===== src/rtl/mag_tape_seq.sv =====
// Magnetic tape unit motion sequencer.
// Decodes a motion command from the source field, accelerates the
// selected unit and holds it at speed. It always decelerates before any
// restart or direction change, and flags end-of-tape with a sticky error.
module mag_tape_seq #(
    parameter int unsigned N_UNITS   = 4,
    parameter int unsigned START_CYC = 16,
    parameter int unsigned STOP_CYC  = 8,
    parameter int unsigned UW        = (N_UNITS > 1) ? $clog2(N_UNITS) : 1
) (
    input  logic               CLK,
    input  logic               rst_n,
    input  logic               DS,
    input  logic               S0,
    input  logic               S1,
    input  logic               S3,
    input  logic               S7,
    input  logic               SU,
    input  logic               SV,
    input  logic               SW,
    input  logic               CX,
    input  logic               CW,
    input  logic [UW-1:0]      UNIT,
    input  logic [N_UNITS-1:0] TAPE_END,
    output logic               CIR_1,
    output logic               CIR_2,
    output logic               CIR_3,
    output logic               CIR_4,
    output logic [N_UNITS-1:0] MAG_TAPE_FWD,
    output logic [N_UNITS-1:0] MAG_TAPE_REV,
    output logic               MAG6_OUT,
    output logic               READY,
    output logic               BUSY,
    output logic               ERR
);

    localparam int unsigned MAX_CYC = (START_CYC > STOP_CYC) ? START_CYC : STOP_CYC;
    localparam int unsigned CNT_W   = (MAX_CYC > 1) ? $clog2(MAX_CYC) : 1;
    localparam logic [CNT_W-1:0] START_LD = CNT_W'(START_CYC - 1);
    localparam logic [CNT_W-1:0] STOP_LD  = CNT_W'(STOP_CYC - 1);
    localparam logic [UW:0]      UNIT_LIM = (UW + 1)'(N_UNITS);

    typedef enum logic [1:0] {StIdle, StAccel, StRun, StDecel} state_t;

    state_t             state;
    logic [CNT_W-1:0]   cnt;
    logic               dir;      // 0 = forward, 1 = reverse
    logic [UW-1:0]      unit_q;

    logic               rq_fwd, rq_rev, rq_wr, req_ok, end_hit, stop_req;
    logic [N_UNITS-1:0] sel_new, sel_cur;

    // Source-field decode and per-unit select masks.
    always_comb begin
        rq_fwd   = (DS & SV & (S1 | S3)) | (DS & SW & S0);
        rq_rev   = DS & SU & S1;
        rq_wr    = DS & SW & S7;
        // Conflicting fwd+rev reads as no request at all.
        req_ok   = rq_fwd ^ rq_rev;
        end_hit  = TAPE_END[unit_q];
        stop_req = end_hit | ~req_ok | (rq_rev != dir);
        sel_new  = N_UNITS'(1) << UNIT;
        sel_cur  = N_UNITS'(1) << unit_q;
    end

    // Sequencer FSM with registered drive/status outputs.
    always_ff @(posedge CLK) begin
        if (!rst_n) begin
            state        <= StIdle;
            cnt          <= '0;
            dir          <= 1'b0;
            unit_q       <= '0;
            MAG_TAPE_FWD <= '0;
            MAG_TAPE_REV <= '0;
            MAG6_OUT     <= 1'b0;
            READY        <= 1'b0;
            BUSY         <= 1'b0;
            ERR          <= 1'b0;
            CIR_1        <= 1'b0;
            CIR_2        <= 1'b0;
            CIR_3        <= 1'b0;
            CIR_4        <= 1'b0;
        end else begin
            CIR_1 <= CW & ~CX;
            CIR_2 <= CX & ~CW;
            CIR_3 <= CX & CW;
            CIR_4 <= ~CX & ~CW;

            // Drives are off unless a branch below re-asserts them.
            MAG_TAPE_FWD <= '0;
            MAG_TAPE_REV <= '0;
            MAG6_OUT     <= 1'b0;
            READY        <= 1'b0;
            BUSY         <= 1'b1;

            unique case (state)
                StIdle: begin
                    BUSY <= 1'b0;
                    if (req_ok) begin
                        if ({1'b0, UNIT} >= UNIT_LIM) begin
                            ERR <= 1'b1;
                        end else begin
                            state        <= StAccel;
                            dir          <= rq_rev;
                            unit_q       <= UNIT;
                            cnt          <= START_LD;
                            ERR          <= 1'b0;
                            BUSY         <= 1'b1;
                            MAG_TAPE_FWD <= rq_rev ? '0 : sel_new;
                            MAG_TAPE_REV <= rq_rev ? sel_new : '0;
                        end
                    end
                end
                StAccel, StRun: begin
                    if (stop_req) begin
                        state <= StDecel;
                        cnt   <= STOP_LD;
                        if (end_hit) begin
                            ERR <= 1'b1;
                        end
                    end else begin
                        MAG_TAPE_FWD <= dir ? '0 : sel_cur;
                        MAG_TAPE_REV <= dir ? sel_cur : '0;
                        if (state == StRun || cnt == '0) begin
                            state    <= StRun;
                            READY    <= 1'b1;
                            MAG6_OUT <= ~dir & rq_wr;
                        end else begin
                            cnt <= cnt - CNT_W'(1);
                        end
                    end
                end
                StDecel: begin
                    if (cnt == '0) begin
                        state <= StIdle;
                        BUSY  <= 1'b0;
                    end else begin
                        cnt <= cnt - CNT_W'(1);
                    end
                end
            endcase
        end
    end

endmodule


===== config.mk =====
export PLATFORM = sky130hd
export DESIGN_NAME = mag_tape_seq
export DESIGN_NICKNAME = d
export VERILOG_FILES = /design/src/rtl/mag_tape_seq.sv
export SDC_FILE = /design/constraint.sdc
export NUM_CORES = 1
export LEC_CHECK = 0
export CAP_MARGIN = 20
export CORE_MARGIN = 4
export CORE_UTILIZATION = 48
export CTS_BUF_LIST = sky130_fd_sc_hd__clkbuf_16
export DETAILED_ROUTE_END_ITERATION = 6
export PLACE_DENSITY = 0.78
export SLEW_MARGIN = 20
export SYNTH_ARGS = -nofsm -noshare
export SYNTH_HDL_FRONTEND = slang
export SYNTH_SLANG_ARGS = --single-unit

===== constraint.sdc =====
create_clock -name CLK -period 2.5 [get_ports CLK]
set_input_delay 0.75 -clock CLK [delete_from_list [all_inputs] [get_ports CLK]]
set_output_delay 0.75 -clock CLK [all_outputs]
set_load 0.02 [all_outputs]

==> impl_metrics.json <==
{
  "status": "completed",
  "coreArea_um2": 2570,
  "ys_warn_count": 0,
  "synth_top_area_share_pct": 37.2,
  "crit_slowest_cell": "mux4_2",
  "critPathRequiredTime_ns": 2.64,
  "worst_pin_slew_ns": 0.412,
  "cts_tree": "yes",
  "port_buffers": 33,
  "synthesis.nets": 174,
  "regArea_um2": 500,
  "powerDensity_nw_per_um2": 947,
  "cts_root_buffer": "clkbuf_16",
  "via_per_inst": 5.72,
  "design_area_um2": 1890,
  "finalHoldViolCount": 0,
  "fill_cells": 206,
  "grt_antenna_before_repair": 0,
  "netlist_top_cells_count": "dfxtp_1 (25), nor2_1 (24), inv_1 (7)",
  "path_clk_slew_ns": 0.06,
  "crit_chain": "clkdlybuf4s50_1 -> mux4_2 -> o21ai_1 -> o211ai_1 -> or3_1 -> o221a_1",
  "endpoint_kind": "flop",
  "cts_buffers": 3,
  "crit_buf_inv": 1,
  "io_pins": 34,
  "timing.fmax_mhz": 411,
  "rrSetupSlack_ns": 0.42,
  "cts_setup_buffers": 0,
  "drtIter0Drc": 73,
  "ys_seq_elements": 25,
  "grt_overflow": 0,
  "crit_path_max_incr_delay_ns": 0.52,
  "async_flop_share_pct": 0,
  "totalWireLength_um": 3370,
  "crit_fanout": 4,
  "diodes": 0,
  "p_leak_nw": 0.728,
  "die_w_um": 60.9,
  "skew_ns": 0.00410,
  "utilization_pct": 73.5,
  "yosysUniqueCellTypes": 44,
  "start_util_pct": 52.3,
  "syn2layout_area_growth_pct": 40.4,
  "hpwlAfterDp_um": 2680,
  "multiInputGateArea_um2": 790,
  "synth_top_area_cell": "dfxtp_1",
  "slew-limit-headroom_pct": 72.5,
  "drcViolationCount": 0,
  "die_y_um": 60.9,
  "final_cells": 227,
  "grt_max_degree": 16,
  "vias": 1298,
  "ys_seq_area_share_pct": 37.2,
  "htreeDepth": 1,
  "fin_crit_sh_pct": 97.3,
  "syn_area_um2": 1340,
  "synth_flop_cell": "dfxtp_1",
  "nets": 221,
  "criticalPathCategory": "input port to flop",
  "avgSynthCellArea_um2": 8.90,
  "grt_pass1_wl_um": 5480,
  "gp_routability_congestion": 0.834,
  "maxSlewViolCount": 0,
  "startpoint_type": "input port",
  "setup_viol": 0,
  "wl_per_cell_um": 14.8,
  "cts.hold.buffers_added": 0,
  "rsz0062_at_grt": "true",
  "critical_path.top_delay_family": "compound AO/OA/AOI/OAI gates",
  "peakVddDrop_v": 0.000966,
  "arrival_ns": 2.58,
  "grt_pass1_vias": 1302,
  "cts_buffer_depth": 2,
  "dieArea_um2": 3710,
  "dp_cells": 223,
  "cts_num_sinks": 25,
  "place_area_um2": 1800,
  "cts.repair.resized": 0,
  "synth_most_common_cell": "dfxtp_1",
  "synth-edff-count": 0,
  "syn_inst": 151,
  "drive_gt1_share_pct": 14.7,
  "clk_latency_ns": 0.25,
  "post-route-min-period_ns": 2.43,
  "ys_top_cells_by_area": "dfxtp_1 (37%), nor2_1 (6.7%), ha_1 (4.7%), a22oi_1 (3.4%), a211oi_4 (3.0%)",
  "ant_nets": 0,
  "drv_cap": 0,
  "hp-class": "flop to flop",
  "dr.pass1.iters": 4,
  "grtUsageTotal_pct": 19.5,
  "placementRows": 18
}
layer usage:
layer  share of wire [%]  track usage (%)  up-vias
met3                 6.0             2.55        4
met5                   0                0        -
li1                    -                -      645
met1                  42             23.6      591
met4                 1.1             4.95        0
met2                  51             36.0       58
power breakdown:
group	internal (mW)	total, mW	switching, mW
clock network	0.217	0.352	0.136
logic	0.389	0.905	0.515
registers	0.472	0.529	0.0572
total	1.08	1.79	0.708
metrics by stage:
| stage | hold slack [ns] | setup WS, ns | TNS, ns | power [mW] |
|---|---|---|---|---|
| finish | 0.495 | 0.0686 | 0 | 1.79 |
| global route | 0.547 | -0.000176 | -0.000176 | 1.92 |
| CTS | 0.503 | 0.0763 | 0 | 1.80 |
| detailed placement | 0.492 | -0.194 | -1.44 | 1.43 |
| global placement | 0.456 | -0.132 | -0.649 | 1.40 |
| floorplan | 0.479 | 0.238 | 0 | 1.13 |
state kept, by name (all words and copies together), names as in the netlist, 2 cells and up:
signal	count
state	2
cnt	4
unit_q	2
MAG_TAPE_FWD	4
MAG_TAPE_REV	4
final cells by class:
cell class | count | area share, %
tap | 30 | 1.99
multi-input combinational | 112 | 41.8
clock buffer | 3 | 3.98
clock inverter | 1 | 0.398
sequential | 25 | 26.5
inverter | 7 | 1.39
timing repair buffer | 49 | 23.9
placed cells by master, fill, tap and decap left out, types with 2 or more instances in the layout:
| cell | Yosys | layout |
|---|---|---|
| nand4_1 | 2 | 2 |
| nand3_1 | 5 | 5 |
| o41ai_1 | 2 | 2 |
| buf_4 | 0 | 16 |
| a211oi_4 | 2 | 2 |
| inv_1 | 7 | 7 |
| clkdlybuf4s50_1 | 0 | 33 |
| a211oi_1 | 2 | 2 |
| ha_1 | 5 | 5 |
| a21oi_1 | 5 | 5 |
| o221a_1 | 2 | 2 |
| o211ai_1 | 2 | 2 |
| nand2b_1 | 3 | 3 |
| nand2_1 | 6 | 6 |
| o21ai_1 | 4 | 4 |
| nor3b_1 | 3 | 3 |
| dfxtp_1 | 25 | 25 |
| o31a_1 | 2 | 2 |
| o31ai_1 | 2 | 2 |
| clkbuf_16 | 0 | 3 |
| nor2_1 | 24 | 24 |
| o21a_1 | 3 | 3 |
| nor2b_1 | 3 | 3 |
| o311ai_1 | 2 | 2 |
| mux2i_1 | 2 | 2 |
| a22oi_1 | 6 | 6 |
| a21o_1 | 2 | 2 |
| nor3_1 | 5 | 5 |
| o21ai_0 | 3 | 3 |
worst register-to-register path: stages (launching register included):
cell and delay (ns):
dfxtp_1 0.47, mux4_2 0.59, o21ai_1 0.18, o211ai_1 0.14, or3_1 0.35, o221a_1 0.23
cells by family after synthesis:
| logic type | Yosys count | share of synthesized area (%) |
|---|---|---|
| adder cells (fa/ha/maj) | 5 | 4.66 |
| buffers and inverters | 14 | 4.00 |
| AO/OA/AOI/OAI | 43 | 26.6 |
| XOR/XNOR | 1 | 0.652 |
| flip-flops | 25 | 37.2 |
| multiplexers | 3 | 3.17 |
| AND/OR/NAND/NOR | 60 | 23.7 |
path summary, 6_finish.rpt:
path                from  endpoint  cells past startpoint
max          TAPE_END[3]    cnt[0]                      6
min                  ERR       ERR                      2
max reg2reg    unit_q[0]    cnt[0]                      5
min reg2reg          ERR       ERR                      2
Power figures use the tool's default switching activity.
